[src/rtl/cpu_run_ctrl.sv]
// Run/step/breakpoint sequencer for the cpu core: generates the per-cycle
// execute enable, holds the PC breakpoints and counts executed cycles.
module cpu_run_ctrl #(
    parameter int NUM_BP = 2,
    parameter int CNT_W  = 32
) (
    input  logic             clk,
    input  logic             rstn,
    input  logic             run_req,
    input  logic             step_req,
    input  logic             halt_req,
    input  logic [31:0]      pc,
    input  logic             bp_we,
    input  logic [2:0]       bp_idx,
    input  logic [31:0]      bp_addr,
    input  logic             bp_en,
    input  logic             cnt_clr,
    output logic             cpu_en,
    output logic [1:0]       state,
    output logic             bp_hit,
    output logic [2:0]       bp_hit_idx,
    output logic [CNT_W-1:0] cycle_cnt
);

    typedef enum logic [1:0] {
        ST_HALT = 2'd0,
        ST_RUN  = 2'd1,
        ST_STEP = 2'd2
    } state_e;

    state_e             state_q, state_d;
    logic               skip_q, skip_d;
    logic               bp_hit_q, bp_hit_d;
    logic [2:0]         bp_hit_idx_q, bp_hit_idx_d;
    logic [CNT_W-1:0]   cycle_cnt_q, cycle_cnt_d;
    logic [29:0]        bp_addr_q [NUM_BP];
    logic [NUM_BP-1:0]  bp_en_q;

    logic [NUM_BP-1:0]  hit_vec_s;
    logic               bp_match_s;
    logic [2:0]         bp_match_idx_s;
    logic               bp_stop_s;
    logic               cpu_en_s;
    logic               unused_s;

    // Breakpoints compare word addresses only, so the byte-offset bits are dropped.
    assign unused_s = ^{pc[1:0], bp_addr[1:0]};

    // Breakpoint compare and lowest-index priority select.
    always_comb begin
        hit_vec_s      = '0;
        bp_match_idx_s = 3'd0;
        for (int i = 0; i < NUM_BP; i++) begin
            hit_vec_s[i] = bp_en_q[i] && (bp_addr_q[i] == pc[31:2]);
        end
        for (int i = NUM_BP - 1; i >= 0; i--) begin
            bp_match_idx_s = hit_vec_s[i] ? 3'(i) : bp_match_idx_s;
        end
        bp_match_s = |hit_vec_s;
    end

    // Run-state next-state logic and execute enable.
    always_comb begin
        state_d      = state_q;
        skip_d       = skip_q;
        bp_hit_d     = bp_hit_q;
        bp_hit_idx_d = bp_hit_idx_q;
        cpu_en_s     = 1'b0;
        bp_stop_s    = bp_match_s && !skip_q;
        case (state_q)
            ST_HALT: begin
                cpu_en_s = 1'b0;
                if (halt_req) begin
                    state_d = ST_HALT;
                end else if (step_req) begin
                    state_d  = ST_STEP;
                    skip_d   = 1'b1;
                    bp_hit_d = 1'b0;
                end else if (run_req) begin
                    state_d  = ST_RUN;
                    skip_d   = 1'b1;
                    bp_hit_d = 1'b0;
                end else begin
                    state_d = ST_HALT;
                end
            end
            ST_STEP: begin
                cpu_en_s = 1'b1;
                skip_d   = 1'b0;
                state_d  = ST_HALT;
            end
            ST_RUN: begin
                // A stop only happens with skip already clear, so skip always ends cleared.
                cpu_en_s = !bp_stop_s;
                skip_d   = 1'b0;
                if (bp_stop_s) begin
                    state_d      = ST_HALT;
                    bp_hit_d     = 1'b1;
                    bp_hit_idx_d = bp_match_idx_s;
                end else if (halt_req) begin
                    state_d = ST_HALT;
                end else begin
                    state_d = ST_RUN;
                end
            end
            default: begin
                cpu_en_s = 1'b0;
                state_d  = ST_HALT;
            end
        endcase
    end

    // Executed-cycle counter next value; clear overrides increment.
    always_comb begin
        if (cnt_clr) begin
            cycle_cnt_d = '0;
        end else if (cpu_en_s) begin
            cycle_cnt_d = cycle_cnt_q + CNT_W'(1);
        end else begin
            cycle_cnt_d = cycle_cnt_q;
        end
    end

    // Control and counter state registers.
    always_ff @(posedge clk or negedge rstn) begin
        if (!rstn) begin
            state_q      <= ST_HALT;
            skip_q       <= 1'b0;
            bp_hit_q     <= 1'b0;
            bp_hit_idx_q <= 3'd0;
            cycle_cnt_q  <= '0;
        end else begin
            state_q      <= state_d;
            skip_q       <= skip_d;
            bp_hit_q     <= bp_hit_d;
            bp_hit_idx_q <= bp_hit_idx_d;
            cycle_cnt_q  <= cycle_cnt_d;
        end
    end

    // Breakpoint register file; out-of-range indices are dropped.
    always_ff @(posedge clk or negedge rstn) begin
        if (!rstn) begin
            bp_en_q <= '0;
            for (int i = 0; i < NUM_BP; i++) begin
                bp_addr_q[i] <= 30'd0;
            end
        end else begin
            for (int i = 0; i < NUM_BP; i++) begin
                if (bp_we && (bp_idx == 3'(i))) begin
                    bp_addr_q[i] <= bp_addr[31:2];
                    bp_en_q[i]   <= bp_en;
                end
            end
        end
    end

    assign cpu_en     = cpu_en_s;
    assign state      = state_q;
    assign bp_hit     = bp_hit_q;
    assign bp_hit_idx = bp_hit_idx_q;
    assign cycle_cnt  = cycle_cnt_q;

endmodule

[config.mk]
export PLATFORM = sky130hd
export DESIGN_NAME = cpu_run_ctrl
export DESIGN_NICKNAME = d
export VERILOG_FILES = /design/src/rtl/cpu_run_ctrl.sv
export SDC_FILE = /design/constraint.sdc
export NUM_CORES = 1
export LEC_CHECK = 0
export CORE_MARGIN = 5
export CORE_UTILIZATION = 45
export CTS_CLUSTER_DIAMETER = 200
export DETAILED_ROUTE_END_ITERATION = 16
export PLACE_DENSITY = 0.76
export REMOVE_ABC_BUFFERS = 1
export SYNTH_ARGS = -nofsm -noshare
export SYNTH_HDL_FRONTEND = slang
export SYNTH_SLANG_ARGS = --single-unit
[constraint.sdc]
create_clock -name clk -period 5.2 [get_ports clk]
set_input_delay 1.56 -clock clk [delete_from_list [all_inputs] [get_ports clk]]
set_output_delay 1.56 -clock clk [all_outputs]
set_load 0.1 [all_outputs]
; Word level (Yosys, flattened, before mapping)
; Cells that the tools add are included.
[word_totals]
register_bits = 101
out_inout_bits = 39
[classes]
addsub = 1
n_eq_ne = 8
n_mux = 20
reduce_logical = 17
[ops]
columns = op, n
row1 = 32-bit two-way mux, 2
row2 = 30-bit equality test, 2
row3 = 32-bit by 1-bit adder with 32-bit output (second input constant), 1
row4 = 1-bit two-way mux, 12
row5 = 1-bit one-hot mux with 2 select lines, 3
row6 = 2-bit nonzero test, 3
row7 = 1-bit logical AND, 5
row8 = 2-bit two-way mux, 2
row9 = 2-bit inequality test (second input constant), 2
row10 = 2-bit one-hot mux with 2 select lines, 1
row11 = 4-bit AND reduction, 1
row12 = 2-bit OR reduction, 2
row13 = 3-bit by 1-bit equality test with 1-bit output (second input constant), 1
row14 = 3-bit logical NOT, 1
row15 = 3-bit inequality test (second input constant), 1
row16 = 3-bit AND reduction, 1
row17 = 2-bit by 1-bit equality test with 1-bit output (second input constant), 1
row18 = 2-bit equality test (second input constant), 1
row19 = 1-bit logical NOT, 2
row20 = 2-bit logical NOT, 1
row21 = 2-bit AND reduction, 1

; Logic depth before layout (Yosys ltp)
; Gate-level depths: netlist of the first run.
[logic_depth]
depth_word = 8
ltp_mapped = 10
depth_no_buf = 9

; Worst setup path after synthesis of the first run
; No wires, ideal clock.
[synth_path]
path_kind = input-to-output
from = input pc[13]
to = output cpu_en
arrival_time_ns = 3.236
path_slack_ns = 0.404
cell_stages = 8
cell_sequence = xnor2_1 -> nand4_1 -> nor4_1 -> nand4_1 -> a211o_1 -> nand2_2 -> buf_2 -> inv_1
[synth_between]
elab_chain_cells = 6
[synth_lines]
columns = element, line
row1 = start: declaration, 12  ; input logic [31:0] pc,
row2 = 30-bit equality test, 54  ; hit_vec_s[i] = bp_en_q[i] && (bp_addr_q[i] == pc[31:2]);
row3 = 1-bit logical AND, 54
row4 = 2-bit OR reduction (*), 59  ; bp_match_s = |hit_vec_s;
row5 = 1-bit logical AND (*), 69  ; bp_stop_s = bp_match_s && !skip_q;
row6 = 1-bit logical NOT (*), 94  ; cpu_en_s = !bp_stop_s;
row7 = 1-bit one-hot mux with 2 select lines (*), 70  ; case (state_q)
row8 = end: declaration, 18  ; output logic cpu_en,
; Every way passes the cells marked *; elsewhere a longest branch is shown, timed or not.

; Worst setup path after layout of the first run
[layout_path]
from = input pc[17]
to = output cpu_en
; The elaborated chain is that of the path after synthesis.

==> out/summary.txt, run 1 <==
Result of the run - completed
Final-report max-slew violation count - 0
Category of the most critical setup path - in -> out
Leakage Power - 2.737 nW
Total Routed Length - 12130 um
Number of global-route vias before repair - 4083
Final count of negative-setup-slack endpoints - 0
Clock insertion delay at the later pin of the skew report - 330 ps
Worst Min Path Start - bp_en_q[1]$_DFFE_PN0P_
Number of instances in the synthesized netlist - 446
Slowest library cell on the worst path - clkdlybuf4s50_1
Number of I/O port buffers - 107
Headroom to the max-slew limit - 0.2608
Area growth syn-to-layout - 33.74%
Count of flip-flops with a built-in enable after synthesis - 0
Slowest cell delay on critical path - 530 ps
CTS Buffer Depth - 2
Global-route wire length before repair - 19810 um
Final total power - 2.017 mW
Warnings from Yosys - 0
Proportion of synthesized chip area in sequential cells - 0.4877
Total vias in the final route - 3869
Minimum period implied by the final worst setup slack - 5127 ps
Portion of the clock cycle consumed by the worst path in the final layout - 0.9859
Setup TNS - 0 ps
Worst slack after detailed placement - -26.28 ps
Synth top area share - 0.4877
CTS H-tree depth - 3
Average detailed-routed wire length per instance - 17.10 um
Die Height - 116.2 um
Width of the chip - 116.2 um
Crit. End Element - primary output
CP Data Arrival Time - 3570 ps
I/O pins - 114
Placeable core region - 0.01094 mm^2
Initial antenna violation count - 0
Hold Worst Slack - 518.3 ps
Detail Route Antenna Nets - 0
RePlAce Congestion - 0.8873
Max-capacitance violation count - 0
Share of layout cells above drive strength 1 - 0.2218
Maximum number of pins on one net before global-route repair - 73
Number of storage elements in the synthesis netlist - 99
Clock skew after layout - 7.871 ps
Achievable Freq - 0.1951 GHz
Worst Hold Class - reg -> reg
Leading post-synthesis cells by cell area - dfrtp_1 (49%), mux2_2 (14%), xnor2_1 (7.1%), xor2_1 (3.8%), a21oi_1 (2.7%)
CTS Hold Buffers Added - 0
Tot GR Track Use - 0.1859
CTS tree - yes
Required @ worst endpoint - 3640 ps
Power per cell area - 296.9 mW/mm^2
Worst path cell trace - clkdlybuf4s50_1 > xnor2_1 > nand4_1 > nor4_2 > buf_4 > nand4_1 > a211o_1 > nand2_2 > inv_1 > buf_12
Worst setup path start - pc[17]
Detailed placement HPWL - 9022 um
Most frequently used flop master after synthesis - dfrtp_1
Worst-path fanout max - 2
Initial standard-cell utilization of the core - 0.4645
Number of iterations in the first detailed-routing pass - 4
CTS sink count - 99
Final routed DRC violation total - 0
Final worst slack - 73.29 ps
Worst reg2reg path startpoint - bp_addr_q[49]$_DFFE_PN0P_
Inserted Clock Buffers - 9
Cell seen most often among critical-path stages - nand4_1
Slew at the pin closest to its max-slew limit - 1105 ps
Area enclosed by the die boundary - 0.01351 mm^2
Clock-pin slew on the worst setup and hold paths - 70 ps
Count of distinct cell types in the synthesized netlist - 51
Vias per Instance - 5.457
Iteration-0 DRC Markers - 223
Site row count - 38
Summed instance area of the synthesized netlist - 0.005080 mm^2
Overflow left after global routing - 0
Mean post-synth cell area - 11.39 um^2
Final non-filler cell total - 709
Kind of start point of the critical path - primary input
Placed instance count - 692
Library cell with the largest summed area after synthesis - dfrtp_1
Proportion of register bits with asynchronous set or reset after synthesis - 1.000
VDD IR max - 0.0001416 V
Root Driver - clkbuf_16
Number of buffers inserted by post-CTS setup repair - 0
Number of hold-slack violations in the final timing report - 0
Count of nets after finishing - 643
-- power by group --
group	total, mW	internal (mW)	switching [mW]
combinational	0.392	0.224	0.167
sequential	0.959	0.880	0.0795
clock	0.666	0.375	0.290
-- final cells by class --
| type | count | area (um^2) |
|---|---|---|
| antenna | 1 | 2.502 |
| clock buffer | 9 | 225.2 |
| clock inverter | 7 | 75.07 |
| fill | 890 | 4141 |
| inverter | 10 | 37.54 |
| multi-input combinational | 318 | 2561 |
| sequential | 99 | 2477 |
| tap | 140 | 175.2 |
| timing repair buffer | 125 | 1240 |
-- synthesized netlist by cell type, types with 5 or more instances --
master and instances:
dfrtp_1 99, mux2_2 64, xnor2_1 41, a21oi_1 27, xor2_1 22, nand4_1 20
nand2_1 15, nor2_1 15, clkbuf_1 13, o31ai_1 12, or4_1 12, nand3_1 11
nor4_1 11, o21ai_0 11, inv_1 10, or3_1 6, ha_1 5
-- sequential cells by signal (all words and copies together) (netlist names) --
name and count:
bp_hit_idx 1, bp_hit 1, bp_en_q 2, cycle_cnt 32
skip_q 1, bp_addr_q 60, state 2
-- through the flow --
stage | area (um^2) | util
floorplan | 4992 | -
CTS | 6726 | 0.6151
detailed placement | 6402 | 0.5855
finish | 6794 | 0.6213
global route | 6792 | 0.6211
global placement | 6402 | 0.5855
-- path summary, 6_finish.rpt --
| kind | endpoint | slack [ps] | cells past startpoint |
|---|---|---|---|
| min | bp_en_q[1]$_DFFE_PN0P_ | 520 | 1 |
| max reg2reg | cycle_cnt[30]$_DFFE_PN0P_ | 2590 | 10 |
| max in group asynchronous | bp_addr_q[42]$_DFFE_PN0P_ | 2920 | 2 |
| min reg2reg | bp_en_q[1]$_DFFE_PN0P_ | 520 | 1 |
| max | cpu_en | 70 | 10 |
| min in group asynchronous | bp_addr_q[27]$_DFFE_PN0P_ | 1360 | 1 |
-- layer usage --
metal	track usage	vias up	routed length [um]
met5	0	-	0
met4	0.06651	0	212
met3	0.02124	18	390
met2	0.3158	86	6122
met1	0.2465	1905	5400
li1	-	1860	-
-- timing repair --
action | in CTS | in global routing
hold endpoints to repair | 0 | 0
gates resized for setup | 7 | 17
endpoints found under the setup margin | 1 | 1
pin swaps | 5 | 12
-- logic make-up (layout without fill, tap and decap cells) --
kind of cell / Yosys count / count (layout) / share of synthesized area
compound gates: 63 / 63 / 0.07636
flops: 99 / 99 / 0.4877
buf+inv: 30 / 151 / 0.02537
mux: 65 / 65 / 0.1441
fa+ha+maj: 5 / 5 / 0.01232
xor+xnor: 63 / 63 / 0.1086
simple gates: 120 / 120 / 0.1448
other cells: 1 / 3 / 0.0007382
-- placed cells by master, fill, tap and decap left out, types with 5 or more instances in the layout --
cell,n
clkbuf_16,9
mux2_2,64
or4_1,12
o21ai_0,11
clkdlybuf4s50_1,90
dlymetal6s2s_1,12
nand3_1,11
a21oi_1,27
nor4_2,5
xnor2_2,5
xor2_1,22
inv_1,10
buf_4,19
nor2_1,15
xnor2_1,36
or3_1,6
nor4_1,7
o31ai_1,12
nand4_1,20
dfrtp_1,99
nand2_1,15
ha_1,5
-- critical path: cells and delay by family --
family | cells | cell delay (ps)
xor+xnor | 1 | 140
buf+inv | 4 | 930
compound gates | 1 | 330
simple gates | 4 | 600
Note: power is estimated with default switching activity, not from simulation.
==> inputs of run 2 (changes only) <==
ABC_AREA = 1   (was unset)
PLACE_DENSITY = 0.74   (was 0.76)
==> run 2 against run 1 <==
Compared with the run above:
- setup slack better by 190 ps
- maximum frequency increased by 3.8%
- first-iteration DRC count up 50%
- critical path type unchanged
- critical endpoint unchanged
- largest cell class unchanged
- largest power group unchanged
==> out/summary.txt, run 2 <==
Maximum number of pins on one net before global-route repair - 79 (was 73)
Initial antenna violation count - 0 (unchanged)
Final routed DRC violation total - 0 (unchanged)
I/O pins - 114 (unchanged)
RePlAce Congestion - 0.8819 (was 0.8873)
Root Driver - clkbuf_16 (unchanged)
Cell depth of the worst flop-to-flop path - 12 (was 10)
Routed wl met2 - 6704 um (was 6122 um)
CTS sink count - 99 (unchanged)
Library cell with the largest summed area after synthesis - dfrtp_1 (unchanged)
Global-route wire length before repair - 24910 um (was 19810 um)
Tot GR Track Use - 0.1891 (was 0.1859)
Final count of negative-setup-slack endpoints - 0 (unchanged)
Worst-path fanout max - 3 (was 2)
Worst Min Path Start - bp_en_q[1]$_DFFE_PN0P_ (unchanged)
Number of storage elements in the synthesis netlist - 99 (unchanged)
Required @ worst endpoint - 3640 ps (about the same)
Area growth syn-to-layout - 25.66% (was 33.74%)
Warnings from Yosys - 0 (unchanged)
Count of distinct cell types in the synthesized netlist - 35 (was 51)
Utilization after layout - 0.5756 (was 0.6213)
# diodes - 0 (was 1)
Commonest cells in the netlist - nand2_1 (283), inv_1 (152), dfrtp_1 (99) (was dfrtp_1 (99), mux2_2 (64), xnor2_1 (41))
Vias per Instance - 4.786 (was 5.457)
Total vias in the final route - 5461 (was 3869)
Portion of the clock cycle consumed by the worst path in the final layout - 0.9502 (was 0.9859)
Worst reg2reg path startpoint - cycle_cnt[1]$_DFFE_PN0P_ (was bp_addr_q[49]$_DFFE_PN0P_)
Met3 routed wirelength - 674 um (was 390 um)
Iteration-0 DRC Markers - 334 (was 223)
Synth top area share - 0.4100 (was 0.4877)
Count of nets after finishing - 1040 (was 643)
R2R setup slack - 3110 ps (was 2590 ps)
Proportion of register bits with asynchronous set or reset after synthesis - 1.000 (unchanged)
Placeable core region - 0.01319 mm^2 (was 0.01094 mm^2)
Achievable Freq - 0.2024 GHz (was 0.1951 GHz)
Final-report max-slew violation count - 0 (unchanged)
Proportion of power drawn by flip-flops and latches - 0.446 (was 0.476)
Total Routed Length - 14380 um (was 12130 um)
Cell with the most instances after synthesis - nand2_1 (was dfrtp_1)
Mean post-synth cell area - 6.993 um^2 (was 11.39 um^2)
Detailed placement HPWL - 10270 um (was 9022 um)
Worst slack after detailed placement - 233.2 ps (was -26.28 ps)
Routed met1 length - 6753 um (was 5400 um)
Crit. End Element - primary output (unchanged)
Leakage Power - 3.905 nW (was 2.737 nW)
Highest metal layer with signal wires - met4 (unchanged)
Destination of the worst hold path - bp_en_q[1]$_DFFE_PN0P_ (unchanged)
Proportion of synthesized chip area in sequential cells - 0.4100 (was 0.4877)
Minimum period implied by the final worst setup slack - 4941 ps (was 5127 ps)
Worst Hold Class - reg -> reg (unchanged)
Hold path cells - 2 (was 1)
R2r endpoint - cycle_cnt[22]$_DFFE_PN0P_ (was cycle_cnt[30]$_DFFE_PN0P_)
Setup TNS - 0 ps (unchanged)
Clock-pin slew on the worst setup and hold paths - 70 ps (about the same)
Die Height - 125.9 um (was 116.2 um)
Final worst slack - 258.7 ps (was 73.29 ps)
Number of buffers inserted by post-CTS setup repair - 0 (unchanged)
Register with the most flip-flops - bp_addr_q (unchanged)
Number of instances in the synthesized netlist - 864 (was 446)
Most common cell after layout, fill and taps aside - nand2_1 (was dfrtp_1)
Number of global-route vias before repair - 5389 (was 4083)
RSZ-0062 raised after global routing - false
Share of layout cells above drive strength 1 - 0.04974 (was 0.2218)
Slew at the pin closest to its max-slew limit - 996.4 ps (was 1105 ps)
Switching Share - 0.2876 (was 0.2663)
Inserted Clock Buffers - 9 (unchanged)
Initial standard-cell utilization of the core - 0.4581 (was 0.4645)
Power Internal - 1.490 mW (was 1.480 mW)
Headroom to the max-slew limit - 0.3336 (was 0.2608)
CTS Hold Buffers Added - 0 (unchanged)
Max reg flops - 60 (unchanged)
Clock power frac - 0.359 (was 0.330)
Leading post-synthesis cells by cell area - dfrtp_1 (41%), nand2_1 (18%), inv_1 (9.4%), o21ai_0 (5.8%), nand3_1 (4.3%) (was dfrtp_1 (49%), mux2_2 (14%), xnor2_1 (7.1%), xor2_1 (3.8%), a21oi_1 (2.7%))
Commonest cells after routing, fill and taps aside - nand2_1 (282), inv_1 (152), clkdlybuf4s50_1 (105) (was dfrtp_1 (99), clkdlybuf4s50_1 (90), mux2_2 (64))
Power per cell area - 275.4 mW/mm^2 (was 296.9 mW/mm^2)
VDD IR max - 0.0001747 V (was 0.0001416 V)
Fillcell total - 1276 (was 890)
Worst setup path start - pc[3] (was pc[17])
Most frequently used flop master after synthesis - dfrtp_1 (unchanged)
Area enclosed by the die boundary - 0.01584 mm^2 (was 0.01351 mm^2)
Width of the chip - 125.9 um (was 116.2 um)
Number of hold-slack violations in the final timing report - 0 (unchanged)
Clock insertion delay at the later pin of the skew report - 350 ps (was 330 ps)
CP Data Arrival Time - 3380 ps (was 3570 ps)
Count of flip-flops with a built-in enable after synthesis - 0 (unchanged)
CTS tree - yes (unchanged)
Site row count - 42 (was 38)
Instance area at placement - 0.007251 mm^2 (was 0.006402 mm^2)
Number of iterations in the first detailed-routing pass - 5 (was 4)
Combinational share of power - 0.195 (was 0.194)
CTS H-tree depth - 3 (unchanged)
Max-capacitance violation count - 0 (unchanged)
Cell area after layout - 0.007592 mm^2 (was 0.006794 mm^2)
Number of I/O port buffers - 107 (unchanged)
Kind of start point of the critical path - primary input (unchanged)
Detail Route Antenna Nets - 0 (unchanged)
Post-CTS sizing - 0 (was 7)
Sw power - 601.3 uW (was 537.3 uW)
Summed instance area of the synthesized netlist - 0.006042 mm^2 (was 0.005080 mm^2)
Result of the run - completed (unchanged)
Category of the most critical setup path - in -> out (unchanged)
Overflow left after global routing - 0 (unchanged)
Clock skew after layout - 7.311 ps (was 7.871 ps)
Average detailed-routed wire length per instance - 12.60 um (was 17.10 um)
Final total power - 2.091 mW (was 2.017 mW)
CTS Buffer Depth - 2 (unchanged)
==> run 2: cell types whose count changed after synthesis, sizes merged, moves of 25 or more <==
cell and delta:
a21oi -25, o21ai +59, mux2 -65, nor2 +34, nand3 +43, nand2 +273
inv +145
==> run 2: final cells by class <==
class / instances / area, um^2 / area share
multi-input combinational: 579 / 2834 / 0.3733
sequential: 99 / 2477 / 0.3263
timing repair buffer: 115 / 1139 / 0.1500
clock buffer: 11 / 252.7 / 0.03329
clock inverter: 5 / 83.83 / 0.01104
inverter: 156 / 585.6 / 0.07713
tap: 176 / 220.2 / 0.02900
==> run 2: metal layers <==
layer | track usage | vias up
li1 | - | 2865
met1 | 0.2476 | 2452
met2 | 0.3143 | 125
met3 | 0.03599 | 19
met4 | 0.06814 | 0
met5 | 0 | -
==> run 2: worst max-delay path by stage <==
stage,end,slack (ps)
finish,cpu_en,260
CTS,cpu_en,210
floorplan,cpu_en,330
global placement,cpu_en,230
detailed placement,cpu_en,230
global route,cpu_en,30
==> run 2: critical path, cell delays in order <==
cell	delay, ps
clkdlybuf4s50_1	490
inv_1	70
nand2_1	50
nand2_1	50
inv_1	50
nand2_1	50
nor2_1	140
nand2_1	110
nor2_2	110
nand2_1	70
nand2_2	90
nand2_2	80
nand2_4	80
nand2_4	50
nand2_4	70
inv_1	80
buf_12	170
==> run 2: metrics by stage <==
stage          hold WS [ps]  cells
3_3_place_gp          462.0   1125
4_1_cts               485.8   1141
5_1_grt               523.2   1141
2_1_floorplan         446.8    834
6_report              482.0   1141
3_5_place_dp          467.8   1125
==> run 2: cells by family (layout without fill, tap and decap cells) <==
logic type / after synthesis / after routing / synth area share
other cells: 1 / 2 / 0.0006207
flops: 99 / 99 / 0.4100
simple gates: 451 / 451 / 0.3266
fa+ha+maj: 5 / 5 / 0.01035
compound gates: 78 / 78 / 0.06689
xor+xnor: 43 / 43 / 0.06233
buf+inv: 187 / 287 / 0.1232
==> run 2: power by group through the flow <==
stage	logic, mW	clock network [mW]	registers, mW
floorplan	0.250	0	0.953
global placement	0.402	0	0.943
detailed placement	0.409	0	0.946
CTS	0.413	0.766	0.932
global route	0.472	0.793	0.947
finish	0.408	0.751	0.932
==> inputs of run 3 (changes only) <==
--- a/config.mk
+++ b/config.mk
@@ -8,2 +8,3 @@
 export ABC_AREA = 1
+export CAP_MARGIN = 20
 export CORE_MARGIN = 5
==> constraint.sdc (replaced) <==
create_clock -name clk -period 5.2 [get_ports clk]
set_input_delay 0.52 -clock clk [delete_from_list [all_inputs] [get_ports clk]]
set_output_delay 0.52 -clock clk [all_outputs]
set_load 0.1 [all_outputs]
==> run 3 against run 2 <==
Compared with the run above:
- first-iteration DRC count increased by 20%
- register-to-register slack lost 110 ps
- clock skew is 2.3 ps higher
- sequential cell count is the same
- critical path depth shrank 2
- clock power down 11%
- clock-buffer cell count shrank 1
- cell count down 0.26%
- critical path type unchanged
- largest cell class unchanged
- highest routed layer is now met5
==> out/summary.txt, run 3 (same netlist as run 2, synthesis figures left out) <==
Power per cell area - 266.7 mW/mm^2 (was 275.4 mW/mm^2)
Instance area at placement - 0.007221 mm^2 (was 0.007251 mm^2)
CP Data Arrival Time - 2910 ps (was 3380 ps)
CTS Hold Buffers Added - 0 (unchanged)
Max-capacitance violation count - 0 (unchanged)
Crit. End Element - primary output (unchanged)
Max reg flops - 60 (unchanged)
Placeable core region - 0.01319 mm^2 (unchanged)
Headroom to the max-slew limit - 0.3288 (was 0.3336)
Global-route wire length before repair - 24210 um (was 24910 um)
Iteration-0 DRC Markers - 400 (was 334)
Detail Route Antenna Nets - 0 (unchanged)
Average detailed-routed wire length per instance - 12.42 um (was 12.60 um)
Maximum number of pins on one net before global-route repair - 63 (was 79)
Final total power - 2.011 mW (was 2.091 mW)
Worst setup path start - pc[3] (unchanged)
Placed instance count - 1121 (was 1125)
Minimum period implied by the final worst setup slack - 3427 ps (was 4941 ps)
Final worst slack - 1773 ps (was 258.7 ps)
Utilization after layout - 0.5717 (was 0.5756)
R2R setup slack - 3000 ps (was 3110 ps)
Area growth syn-to-layout - 24.81% (was 25.66%)
R2r endpoint - cycle_cnt[24]$_DFFE_PN0P_ (was cycle_cnt[22]$_DFFE_PN0P_)
Kind of start point of the critical path - primary input (unchanged)
Width of the chip - 125.9 um (unchanged)
CTS sink count - 99 (unchanged)
Number of I/O port buffers - 107 (unchanged)
Most common cell after layout, fill and taps aside - nand2_1 (unchanged)
Share of layout cells above drive strength 1 - 0.04366 (was 0.04974)
Worst Hold Class - in -> async (was reg -> reg)
Number of buffers inserted by post-CTS setup repair - 0 (unchanged)
Inserted Clock Buffers - 9 (unchanged)
Worst-path fanout max - 33 (was 3)
RSZ-0062 raised after global routing - false (unchanged)
Total vias in the final route - 5380 (was 5461)
Clock skew after layout - 9.581 ps (was 7.311 ps)
Total Routed Length - 14130 um (was 14380 um)
Worst reg2reg path startpoint - bp_addr_q[40]$_DFFE_PN0P_ (was cycle_cnt[1]$_DFFE_PN0P_)
Detailed placement HPWL - 10100 um (was 10270 um)
Clock-pin slew on the worst setup and hold paths - 70 ps (about the same)
Site row count - 42 (unchanged)
Number of hold-slack violations in the final timing report - 0 (unchanged)
Final-report max-slew violation count - 0 (unchanged)
Clock insertion delay at the later pin of the skew report - 350 ps (about the same)
Setup TNS - 0 ps (unchanged)
RePlAce Congestion - 0.8634 (was 0.8819)
Leakage Power - 3.883 nW (was 3.905 nW)
VDD IR max - 0.0001435 V (was 0.0001747 V)
Register with the most flip-flops - bp_addr_q (unchanged)
Category of the most critical setup path - in -> out (unchanged)
# diodes - 0 (unchanged)
Number of global-route vias before repair - 5186 (was 5389)
Die Height - 125.9 um (unchanged)
Tot GR Track Use - 0.1843 (was 0.1891)
Final routed DRC violation total - 0 (unchanged)
Final count of negative-setup-slack endpoints - 0 (unchanged)
Final non-filler cell total - 1138 (was 1141)
Initial antenna violation count - 1 (was 0)
Root Driver - clkbuf_16 (unchanged)
Vias per Instance - 4.728 (was 4.786)
CTS Buffer Depth - 2 (unchanged)
Overflow left after global routing - 0 (unchanged)
CTS H-tree depth - 3 (unchanged)
I/O pins - 114 (unchanged)
Achievable Freq - 0.2918 GHz (was 0.2024 GHz)
Worst slack after detailed placement - 1741 ps (was 233.2 ps)
Number of iterations in the first detailed-routing pass - 7 (was 5)
Area enclosed by the die boundary - 0.01584 mm^2 (unchanged)
Post-CTS sizing - 0 (unchanged)
Cell depth of the worst flop-to-flop path - 13 (was 12)
Portion of the clock cycle consumed by the worst path in the final layout - 0.6590 (was 0.9502)
Required @ worst endpoint - 4680 ps (was 3640 ps)
Result of the run - completed (unchanged)
Commonest cells after routing, fill and taps aside - nand2_1 (283), inv_1 (152), clkdlybuf4s50_1 (105) (was nand2_1 (282), inv_1 (152), clkdlybuf4s50_1 (105))
Count of nets after finishing - 1037 (was 1040)
Slew at the pin closest to its max-slew limit - 1004 ps (was 996.4 ps)
Hold Worst Slack - 195.3 ps (was 482.0 ps)
CTS tree - yes (unchanged)
Initial standard-cell utilization of the core - 0.4581 (unchanged)
Cell area after layout - 0.007541 mm^2 (was 0.007592 mm^2)
run 3: cell types whose count changed in the layout (fill, tap and decap cells not counted):
| cell | change |
|---|---|
| buf_4 | -4 |
| clkbuf_8 | -2 |
| clkinv_2 | +2 |
| buf_16 | +1 |
| bufinv_16 | -1 |
| clkbuf_1 | +1 |
| nand2_1 | +1 |
| nand2_2 | -1 |
| nor2_1 | +1 |
| nor2_2 | -1 |
run 3: worst max-delay path, cell delays in order:
cell	delay, ps
clkdlybuf4s50_1	500
inv_1	80
or2_0	200
nand2_1	70
nor2_1	40
nand2_1	100
nor2_2	60
nand2_1	60
nand2_1	80
nand2_2	100
nand2_4	70
nand2_4	290
nand2_4	300
inv_1	120
buf_4	290
run 3: how the worst max path moves through the flow:
| stage | depth (start not counted) | endpoint | slack, ps |
|---|---|---|---|
| global placement | 15 | cpu_en | 1750 |
| detailed placement | 15 | cpu_en | 1740 |
| CTS | 15 | cpu_en | 1720 |
| finish | 15 | cpu_en | 1770 |
| global route | 17 | cpu_en | 1450 |
| floorplan | 4 | cpu_en | 1790 |
run 3: layout make-up:
class                           count  area, um^2
Fill cell                        1248        5649
Multi-Input combinational cell    579        2829
Sequential cell                    99        2477
Timing Repair Buffer              112        1136
Inverter                          156       585.6
Clock buffer                       10       229.0
Tap cell                          176       220.2
Clock inverter                      6       63.81
run 3: power breakdown:
group          total [mW]  internal [mW]  switching [mW]  leakage (nW)
sequential          0.932          0.865          0.0672          1.29
combinational       0.407          0.177           0.231          2.45
clock               0.672          0.373           0.298         0.139
total                2.01           1.42           0.596          3.88
run 3: routing by layer:
metal / routed length [um] / track usage / vias to the layer above
li1: - / - / 2856
met1: 6668 / 0.2445 / 2383
met2: 6534 / 0.3008 / 125
met3: 757 / 0.05250 / 14
met4: 157 / 0.04416 / 2
met5: 13 / 0 / -
